--- src/rtl/mc_control_fsm.sv ---
// Multi-cycle MIPS32 main controller: sequences IF/ID/EXE/MEM/WB and decodes
// opcode/funct into ALU function code and datapath enables.
module mc_control_fsm #(
    parameter logic [5:0] HALT_OP = 6'h3F,
    parameter logic [4:0] RA_IDX  = 5'd31
) (
    input  logic       clk,
    input  logic       rst_n,
    input  logic [5:0] opcode,
    input  logic [5:0] funct,
    input  logic       zero,
    input  logic       overflow,
    output logic [2:0] state,
    output logic       pc_write,
    output logic [1:0] pc_src,
    output logic       ir_write,
    output logic       alu_src_a,
    output logic [1:0] alu_src_b,
    output logic [3:0] alu_op,
    output logic       mem_write,
    output logic       reg_write,
    output logic [1:0] reg_dst,
    output logic [1:0] wb_sel,
    output logic       halted
);

    typedef enum logic [2:0] {
        S_IF   = 3'd0,
        S_ID   = 3'd1,
        S_EXE  = 3'd2,
        S_MEM  = 3'd3,
        S_WB   = 3'd4,
        S_HALT = 3'd7
    } state_t;

    typedef enum logic [2:0] {
        C_BAD, C_ALU, C_LW, C_SW, C_BR, C_J, C_JAL, C_HALT
    } cls_t;

    // jal targets RA_IDX through the regfile mux; r0 would silently drop the link.
    if (RA_IDX == 5'd0) begin : g_ra_check
        $error("RA_IDX must not be register 0");
    end

    state_t     st;
    logic       ovf_q;
    cls_t       cls;
    logic [3:0] dec_op;
    logic       dec_sa;
    logic [1:0] dec_sb;
    logic [1:0] dec_rd;
    logic       dec_trap;

    // NOTE: every signal written here gets a default first so no path infers a latch.
    always_comb begin
        cls      = C_BAD;
        dec_op   = 4'b0000;
        dec_sa   = 1'b0;
        dec_sb   = 2'd0;
        dec_rd   = 2'd0;
        dec_trap = 1'b0;
        if (opcode == HALT_OP) begin
            cls = C_HALT;
        end else begin
            case (opcode)
                6'h00: begin
                    cls    = C_ALU;
                    dec_rd = 2'd1;
                    case (funct)
                        6'h00: begin dec_op = 4'b1010; dec_sa = 1'b1; end
                        6'h02: begin dec_op = 4'b1011; dec_sa = 1'b1; end
                        6'h20: begin dec_op = 4'b0100; dec_trap = 1'b1; end
                        6'h21: dec_op = 4'b0101;
                        6'h22: begin dec_op = 4'b0110; dec_trap = 1'b1; end
                        6'h23: dec_op = 4'b0111;
                        6'h24: dec_op = 4'b0000;
                        6'h25: dec_op = 4'b0001;
                        6'h26: dec_op = 4'b0010;
                        6'h27: dec_op = 4'b0011;
                        6'h2B: dec_op = 4'b1000;
                        default: cls = C_BAD;
                    endcase
                end
                6'h02: cls = C_J;
                6'h03: begin cls = C_JAL; dec_rd = 2'd2; end
                6'h04: begin cls = C_BR; dec_op = 4'b1100; end
                6'h05: begin cls = C_BR; dec_op = 4'b1111; end
                6'h06: begin cls = C_BR; dec_op = 4'b1110; end
                6'h07: begin cls = C_BR; dec_op = 4'b1101; end
                6'h08: begin cls = C_ALU; dec_op = 4'b0100; dec_sb = 2'd1; dec_trap = 1'b1; end
                6'h09: begin cls = C_ALU; dec_op = 4'b0101; dec_sb = 2'd1; end
                6'h0B: begin cls = C_ALU; dec_op = 4'b1000; dec_sb = 2'd2; end
                6'h0C: begin cls = C_ALU; dec_op = 4'b0000; dec_sb = 2'd2; end
                6'h0D: begin cls = C_ALU; dec_op = 4'b0001; dec_sb = 2'd2; end
                6'h0E: begin cls = C_ALU; dec_op = 4'b0010; dec_sb = 2'd2; end
                6'h0F: begin cls = C_ALU; dec_op = 4'b1001; dec_sb = 2'd1; end
                6'h23: begin cls = C_LW; dec_op = 4'b0101; dec_sb = 2'd1; end
                6'h2B: begin cls = C_SW; dec_op = 4'b0101; dec_sb = 2'd1; end
                default: cls = C_BAD;
            endcase
        end
    end

    // NOTE: sequential state uses non-blocking assignments so all registers see pre-edge values.
    always_ff @(posedge clk) begin
        if (!rst_n) begin
            st    <= S_IF;
            ovf_q <= 1'b0;
        end else begin
            case (st)
                S_IF: st <= S_ID;
                S_ID: begin
                    case (cls)
                        C_J, C_BAD: st <= S_IF;
                        C_JAL:      st <= S_WB;
                        C_HALT:     st <= S_HALT;
                        default:    st <= S_EXE;
                    endcase
                end
                S_EXE: begin
                    ovf_q <= overflow;
                    case (cls)
                        C_ALU:      st <= S_WB;
                        C_LW, C_SW: st <= S_MEM;
                        default: begin
                            st    <= S_IF;
                            ovf_q <= 1'b0;
                        end
                    endcase
                end
                S_MEM: begin
                    if (cls == C_LW) begin
                        st <= S_WB;
                    end else begin
                        st    <= S_IF;
                        ovf_q <= 1'b0;
                    end
                end
                S_WB: begin
                    st    <= S_IF;
                    ovf_q <= 1'b0;
                end
                S_HALT: st <= S_HALT;
                default: begin
                    st    <= S_IF;
                    ovf_q <= 1'b0;
                end
            endcase
        end
    end

    assign state = st;

    always_comb begin
        pc_write  = 1'b0;
        pc_src    = 2'd0;
        ir_write  = 1'b0;
        alu_src_a = 1'b0;
        alu_src_b = 2'd0;
        alu_op    = 4'b0000;
        mem_write = 1'b0;
        reg_write = 1'b0;
        reg_dst   = 2'd0;
        wb_sel    = 2'd0;
        halted    = 1'b0;
        // Datapath selects stay put from EXE through WB so the ALU result is stable at write-back.
        if (st == S_EXE || st == S_MEM || st == S_WB) begin
            alu_op    = dec_op;
            alu_src_a = dec_sa;
            alu_src_b = dec_sb;
            reg_dst   = dec_rd;
            wb_sel    = (cls == C_LW) ? 2'd1 : (cls == C_JAL) ? 2'd2 : 2'd0;
        end
        case (st)
            S_IF: begin
                ir_write = 1'b1;
                pc_write = 1'b1;
            end
            S_ID: begin
                if (cls == C_J) begin
                    pc_write = 1'b1;
                    pc_src   = 2'd2;
                end
            end
            S_EXE: begin
                if (cls == C_BR) begin
                    pc_write = zero;
                    pc_src   = 2'd1;
                end
            end
            S_MEM: mem_write = (cls == C_SW);
            S_WB: begin
                reg_write = !(ovf_q && dec_trap);
                if (cls == C_JAL) begin
                    pc_write = 1'b1;
                    pc_src   = 2'd2;
                end
            end
            S_HALT: halted = 1'b1;
            default: ;
        endcase
        // A reset cycle must never commit architectural state.
        if (!rst_n) begin
            pc_write  = 1'b0;
            ir_write  = 1'b0;
            mem_write = 1'b0;
            reg_write = 1'b0;
        end
    end

endmodule

--- config.mk ---
export PLATFORM = sky130hd
export DESIGN_NAME = mc_control_fsm
export DESIGN_NICKNAME = d
export VERILOG_FILES = /design/src/rtl/mc_control_fsm.sv
export SDC_FILE = /design/constraint.sdc
export NUM_CORES = 1
export LEC_CHECK = 0
export CORE_ASPECT_RATIO = 0.6
export CORE_MARGIN = 1.5
export CORE_UTILIZATION = 25
export DETAILED_ROUTE_END_ITERATION = 7
export GPL_ROUTABILITY_DRIVEN = 1
export SLEW_MARGIN = 20
export SYNTH_ARGS = -nofsm -noshare
export SYNTH_HDL_FRONTEND = slang
export SYNTH_SLANG_ARGS = --single-unit
--- constraint.sdc ---
create_clock -name clk -period 4.8 [get_ports clk]
set_input_delay 0.48 -clock clk [delete_from_list [all_inputs] [get_ports clk]]
set_output_delay 0.48 -clock clk [all_outputs]
set_load 0.01 [all_outputs]
# After elaboration in Yosys (flattened, before gate mapping)
# Index checks and enable logic that the tools add are counted.
# word_totals
register_bits	4
latchBits	0
ramBits	0
mem_bits_ro	0
in_bits	16
out_inout_bits	21
mem_count	0
# op_classes
n_addsub	0
multipliers	0
div	0
n_lt_le_gt_ge	0
n_eq_ne	39
n_shift	0
mux	45
n_bitwise	1
n_reduce_logical	21
# op_table
operator	count
== test 6 bit, second input constant	12
one-hot mux 4 bit (11 select lines)	1
== test 6 x 4 -> 1 bit, second input constant	7
one-hot mux 4 bit (10 select lines)	1
== test 6 x 3 -> 1 bit, second input constant	4
2-to-1 mux 1 bit	21
one-hot mux 3 bit (7 select lines)	1
== test 3 bit, second input constant	6
== test 6 x 2 -> 1 bit, second input constant	3
2-to-1 mux 2 bit	8
one-hot mux 3 bit (5 select lines)	1
== test 3 x 2 -> 1 bit, second input constant	4
zero test 6 bit	2
OR reduction 11 bit	1
one-hot mux 3 bit (3 select lines)	1
OR reduction 3 bit	3
2-to-1 mux 4 bit	2
one-hot mux 2 bit (2 select lines)	2
OR reduction 2 bit	4
OR reduction 4 bit	2
OR reduction 7 bit	1
== test 3 x 1 -> 1 bit, second input constant	2
zero test 3 bit	2
2-to-1 mux 3 bit	2
12 further kinds	13

# Longest topological paths before layout
# Gate-level depths: netlist of run 1.
# logic_depth
word_depth	9
mapped_depth	7

# Worst setup path after synthesis of run 1
# OpenSTA, ideal clock, no wires.
# synth_timing
path_kind	input-to-output
start	input opcode[3]
end	output reg_write
arrival_time_ps	2308
required_time_ps	4320
setup_slack_ps	2012
path_stages	6
n_path_buf	1
cell_sequence	clkbuf_1 -> or4_4 -> or4_4 -> or4b_4 -> o32ai_2 -> a31oi_1
# synth_via
elab_chain_len	7
elab_cells_between_ends	9
# synth_rtl
element	line_no	source
start: declaration	9	input logic [5:0] opcode,
== test 6 x 4 -> 1 bit / zero test 6 bit (equally long branches)	65	case (opcode)
one-hot mux 1 bit (2 select lines)	65	
2-to-1 mux 1 bit (*)	62	if (opcode == HALT_OP) begin
logical AND 1 bit (*)	193	reg_write = !(ovf_q && dec_trap);
zero test 1 bit (*)	193	
2-to-1 mux 1 bit (*)	174	case (st)
2-to-1 mux 1 bit (*)	203	if (!rst_n) begin
end: declaration	21	output logic reg_write,
# Mark *: on every way between the ends. The rest lies on a longest branch, timed or not.

# Worst setup path after layout of run 1
# layout_timing
start	input opcode[5]
end	output pc_write
# layout_via
elab_chain_len	8
elab_cells_between_ends	29
# layout_rtl
element	line_no	source
== test 6 x 4 -> 1 bit / == test 6 x 3 -> 1 bit (equally long branches)	65	
OR reduction 7 bit (no line) / OR reduction 4 bit (equally long branches)	--	
one-hot mux 3 bit (7 select lines)	65	
2-to-1 mux 3 bit (*)	62	
== test 3 bit (on tied branches)	194, 180, 186	
2-to-1 mux 1 bit (on tied branches)	194, 180, 186	
one-hot mux 1 bit (4 select lines) (*)	174	
2-to-1 mux 1 bit (*)	203	
end: declaration	14	output logic pc_write,
# Marks and branches as above.

==> results of run 1 <==
-- worst max-delay path, cell delays in order --
cell and delay (ns):
clkdlybuf4s50_1 0.40, buf_4 0.18, or4_4 0.55, or4_4 0.47, o32ai_1 0.20, nor4b_1 0.41
o211a_1 0.22, clkdlybuf4s50_1 0.53
-- where the power goes --
group | switching, mW | internal [mW] | leakage [nW] | total [mW]
Clock | 0.0189 | 0.0536 | 0.0216 | 0.0725
Sequential | 0.00495 | 0.0348 | 0.0326 | 0.0397
Combinational | 0.0396 | 0.0347 | 0.370 | 0.0744
Total | 0.0635 | 0.123 | 0.424 | 0.187
-- layer usage --
layer  track usage  vias up
met3        0.0280        4
met2         0.230       62
met5             0        -
met4        0.0345        0
met1         0.256      564
li1              -      615
-- per-stage QoR --
stage / util / power, mW / hold WS, ns / setup WS, ns / area, µm²
CTS: 0.399 / 0.185 / 0.505 / 0.911 / 1330
global route: 0.399 / 0.198 / 0.515 / 0.848 / 1330
global placement: 0.387 / 0.113 / 0.490 / 0.944 / 1290
detailed placement: 0.387 / 0.113 / 0.494 / 0.913 / 1290
floorplan: - / 0.0796 / 0.452 / 2.01 / 895
finish: 0.399 / 0.187 / 0.498 / 0.873 / 1330
-- layout make-up --
type	count	area, µm²	share of cell area
clock buffers	3	41.3	0.0310
inverters	7	26.3	0.0197
multi-input cells	123	739	0.554
flip-flops and latches	4	80.1	0.0600
well taps	45	56.3	0.0422
repair buffers	40	390	0.293
-- sequential cells by signal, indices dropped and copies added (netlist names) --
signal and flops:
state 3, ovf_q 1
-- how the worst max path moves through the flow --
stage	from	end	cells after the start
6_report	opcode[5]	pc_write	8
3_3_place_gp	opcode[5]	pc_write	8
2_1_floorplan	opcode[3]	reg_write	6
4_1_cts	opcode[5]	pc_write	8
5_1_grt	opcode[5]	pc_write	8
3_5_place_dp	opcode[5]	pc_write	8
-- cell usage in the layout (no fill, tap or decap), drive strengths merged, types with 4 or more instances in the layout --
| cell | count |
|---|---|
| inv | 7 |
| nand2b | 5 |
| nor3 | 13 |
| nand2 | 10 |
| nor2 | 18 |
| dfxtp | 4 |
| o21ai | 6 |
| clkdlybuf4s50 | 36 |
| nand3 | 10 |
| a21oi | 13 |
| buf | 4 |
-- cells by family after synthesis --
group                  Yosys count  share of synthesized area
AO/OA/AOI/OAI                   46                      0.358
multiplexers                     1                     0.0112
XOR/XNOR                         1                    0.00979
AND/OR/NAND/NOR                 75                      0.448
buffers and inverters           20                     0.0839
flip-flops                       4                     0.0895
==> results.tsv, run 1 <==
stage	metric	value	unit
worst_hold_path	hp-class	reg2reg	
clock_tree	post_cts_resized	0	
timing	fin_skew	0.00595	ns
route	first_iter_violations	140	
clock_tree	root_buffer	clkbuf_8	
outcome	status	finished clean	
synth	syn-num-nets	163	
worst_hold_path	worstHoldEndpoint	ovf_q$_SDFFE_PN0P_	
grt	antenna_found_initial	0	
floorplan	initial_core_util	0.268	
placement	dp.cells	219	
worst_hold_path	min_delay_path_depth	2	
finish	nets	195	
grt	overflow	0	
finish	final_cells	222	
timing	max_freq	255	MHz
timing	setup_tns	0	ns
clock_tree	htreeDepth	1	
synth	synth_async_sr_flop_share	0	
timing	rsz0062_at_grt	no	
route	ant_nets	0	
worst_setup_path	r2r_start	state[2]$_SDFF_PN0_	
grt	grt_max_degree	18	
synth	synthTopCellsByCount	nor2_1 (18), a21oi_1 (13), nor3_1 (13)	
synth	synthTopCellsByArea	dfxtp_1 (9.0%), nor2_1 (7.6%), a21oi_1 (7.3%)	
timing	setup_viol	0	
clock_tree	cts_hold_buf	0	
floorplan	fp.dieArea	3960	µm²
floorplan	core	3340	µm²
synth	ys.flop_type	dfxtp_1	
finish	fillers	356	
route	viasPerCell	5.61	
synth	syn_inst	147	
synth	post_synth.cell_area_avg	6.09	µm²
floorplan	die_w	80.2	µm
route	met2_length	1.25	mm
worst_hold_path	min-delay-start	ovf_q$_SDFFE_PN0P_	
grt	grt_pass1_wl	5.20	mm
floorplan	num_io_pins	37	
worst_setup_path	rrSetupSlack	3.25	ns
clock_tree	clk_pin_slew	0.03	ns
timing	hold_viol_final	0	
finish	area_growth	49.1	%
timing	final_max_slew_viol_count	0	
grt	grt_pass1_vias	1077	
finish	antenna_cells	0	
synth	synth_seq_area_share	0.0895	
floorplan	rows	16	
worst_setup_path	crit_fanout	16	
route	drc_errors	0	
route	vias	1245	
clock_tree	insertion_delay	0.22	ns
worst_setup_path	r2r-end	state[2]$_SDFF_PN0_	
power	max-vdd-ir-drop	0.0683	mV
placement	hpwl	2.42	mm
worst_setup_path	arrival	3.45	ns
clock_tree	cts.sinks	4	
power	p_per_area	140	nW/µm²
timing	fin_crit	3.93	ns
floorplan	die_h	49.3	µm
timing	worstMarginPinSlew	0.679	ns
synth	synth_edf_count	0	
run	drv_cap	0	
route	firstDrtPassIters	4	
clock_tree	post_cts_buffers	0	
synth	netlist_area	895	µm²
clock_tree	cts_tree	done	
power	cellLeakagePower	0.424	nW
timing	slew_headroom	0.547	
synth	synth-seq-cells	4	
timing	fin_crit_sh	0.818	
placement	gp_congestion	0.892	
route	met3_length	356	µm
route	wl_met1	1.51	mm
route	top_layer_used	met4	
synth	post_synth_num_cell_types	45	
worst_setup_path	cp.required	4.32	ns
worst_setup_path	path_class	in2out	
clock_tree	cts_buffer_depth	2	
finish	drive_gt1_frac	0.0734	
grt	track_usage	0.164	
placement	portBuffers	36	
synth	synth_top_area_share	0.0895	
synth	yosysWarnings	0	
route	wl_per_cell	14.1	µm
clock_tree	numCtsBuffers	3	
synth	synth.most_common_cell	nor2_1	
worst_setup_path	critPathCaptureType	primary output	
worst_setup_path	start_kind	input pin	
route	drt_wl_total	3.13	mm
synth	synth.largest_area_cell	dfxtp_1	
worst_setup_path	reg2reg_depth	4	
(Power assumes the default switching activity.)
==> run 2, diff against run 1 <==
- clock period: 4.8 -> 3.4 ns (I/O delays scaled with it)
==> results.tsv, run 2 (same netlist as run 1, synthesis figures left out) <==
stage	metric	value	unit
clock_tree	post_cts_resized	0	
worst_hold_path	hp-class	reg2reg	
placement	portBuffers	36	
worst_setup_path	slowest_delay	0.56	ns
worst_setup_path	cp.required	3.06	ns
worst_setup_path	crit_slowest_cell	clkdlybuf4s50_1	
finish	layout_common_cells	clkdlybuf4s50_1 (35), nor2_1 (18), nor3_1 (13), a21oi_1 (13)	
clock_tree	insertion_delay	0.21	ns
timing	slew_headroom	0.546	
route	viasPerCell	5.50	
grt	overflow	0	
finish	seqCellArea	80.1	µm²
finish	nets	200	
floorplan	die_h	49.3	µm
grt	grt_pass1_wl	5.14	mm
finish	largest_reg_flops	3	
floorplan	num_io_pins	37	
route	wl_per_cell	13.9	µm
power	p_per_area	191	nW/µm²
floorplan	rows	16	
floorplan	core	3340	µm²
grt	grt_pass1_vias	1075	
route	vias	1248	
power	cellLeakagePower	0.468	nW
grt	grt_max_degree	18	
route	firstDrtPassIters	4	
timing	max_freq	297	MHz
timing	fin_hold_ws	0.495	ns
timing	worstMarginPinSlew	0.679	ns
worst_setup_path	arrival	3.02	ns
worst_setup_path	crit_fanout	3	
grt	use_met2	0.218	
timing	setup_viol	0	
clock_tree	root_buffer	clkbuf_8	
floorplan	fp.dieArea	3960	µm²
floorplan	die_w	80.2	µm
clock_tree	htreeDepth	1	
timing	setup_tns	0	ns
outcome	status	finished clean	
worst_setup_path	start_kind	input pin	
finish	antenna_cells	0	
timing	fin_skew	0.00110	ns
clock_tree	clk_pin_slew	0.03	ns
grt	grt.met1_usage	0.265	
worst_setup_path	cp_cell_sequence	clkdlybuf4s50_1 > or4_4 > or4_4 > or4b_4 > a21oi_1 > clkdlybuf4s50_1	
finish	layout_commonest_cell	clkdlybuf4s50_1	
route	drt_wl_total	3.15	mm
finish	area_growth	55.2	%
worst_setup_path	path_class	in2out	
placement	gp_congestion	0.940	
worst_setup_path	critPathCaptureType	primary output	
clock_tree	numCtsBuffers	3	
clock_tree	cts_buffer_depth	2	
timing	fin_crit	3.36	ns
grt	grt_busiest_layer	met1	
power	max-vdd-ir-drop	0.139	mV
worst_setup_path	worst-path-buf-inv	2	
floorplan	initial_core_util	0.268	
clock_tree	cts_tree	done	
route	first_iter_violations	164	
worst_setup_path	critical-path-top-delay-family	simple AND/OR/NAND/NOR gates	
grt	grt.met3_usage	0.0206	
timing	fin_crit_sh	0.989	
finish	drive_gt1_frac	0.104	
clock_tree	cts.sinks	4	
run	drv_cap	0	
timing	hold_viol_final	0	
grt	track_usage	0.161	
clock_tree	post_cts_buffers	0	
finish	fillers	331	
route	ant_nets	0	
finish	multi_input_area	754	µm²
placement	hpwl	2.52	mm
clock_tree	cts_hold_buf	0	
route	drc_errors	0	
timing	final_max_slew_viol_count	0	
grt	antenna_found_initial	0	
run 2: changes by cell type in the layout (fill, tap and decap cells not counted):
cell             before  now
clkdlybuf4s50_1      36   35
dlymetal6s2s_1        0    1
nor4b_4               0    1
buf_4                 4    9
nor4b_1               2    1
run 2: metrics by stage:
step | utilization | worst slack, ns | power [mW] | instances | instance area, µm²
after detailed placement | 0.398 | -0.00173 | 0.164 | 224 | 1330
after CTS | 0.410 | 0.00228 | 0.267 | 227 | 1370
final | 0.415 | 0.0362 | 0.265 | 227 | 1390
after floorplan | - | 0.892 | 0.112 | 147 | 895
after global placement | 0.398 | -0.00444 | 0.163 | 224 | 1330
after global routing | 0.415 | -0.0123 | 0.284 | 227 | 1390
run 2: tightest hold or removal path, delay by kind of cell (launching register included):
kind | cells | cell delay (ns)
AO/OA/AOI/OAI | 1 | 0.06
AND/OR/NAND/NOR | 1 | 0.07
flip-flops | 1 | 0.32
run 2: final timing paths:
kind / start / to / slack [ns] / cells after the start
setup / recovery: opcode[5] / alu_op[2] / 0.04 / 6
hold reg to reg: ovf_q$_SDFFE_PN0P_ / ovf_q$_SDFFE_PN0P_ / 0.50 / 2
setup reg to reg: state[2]$_SDFF_PN0_ / state[2]$_SDFF_PN0_ / 1.81 / 4
hold / removal: ovf_q$_SDFFE_PN0P_ / ovf_q$_SDFFE_PN0P_ / 0.50 / 2
run 2: layout make-up:
| cell class | instances | area share |
|---|---|---|
| multi-input combinational | 123 | 0.543 |
| timing repair buffer | 45 | 0.310 |
| sequential | 4 | 0.0577 |
| tap | 45 | 0.0405 |
| clock buffer | 3 | 0.0297 |
| inverter | 7 | 0.0189 |
run 2: power breakdown:
group          total (mW)  switching (mW)  internal, mW
registers          0.0563         0.00721        0.0491
logic               0.109          0.0570        0.0524
clock network      0.0996          0.0242        0.0755
run 2: layer usage:
| layer | wire length, µm | vias up |
|---|---|---|
| li1 | - | 627 |
| met1 | 1520 | 563 |
| met2 | 1240 | 58 |
| met4 | 0 | 0 |
| met5 | 0 | - |
| met3 | 382 | 0 |
==> run 3, diff against run 2 <==
- CTS_CLUSTER_SIZE: unset -> 12
==> results of run 3 <==
The final DEF is identical to that of run 2; final timing and power are the same.
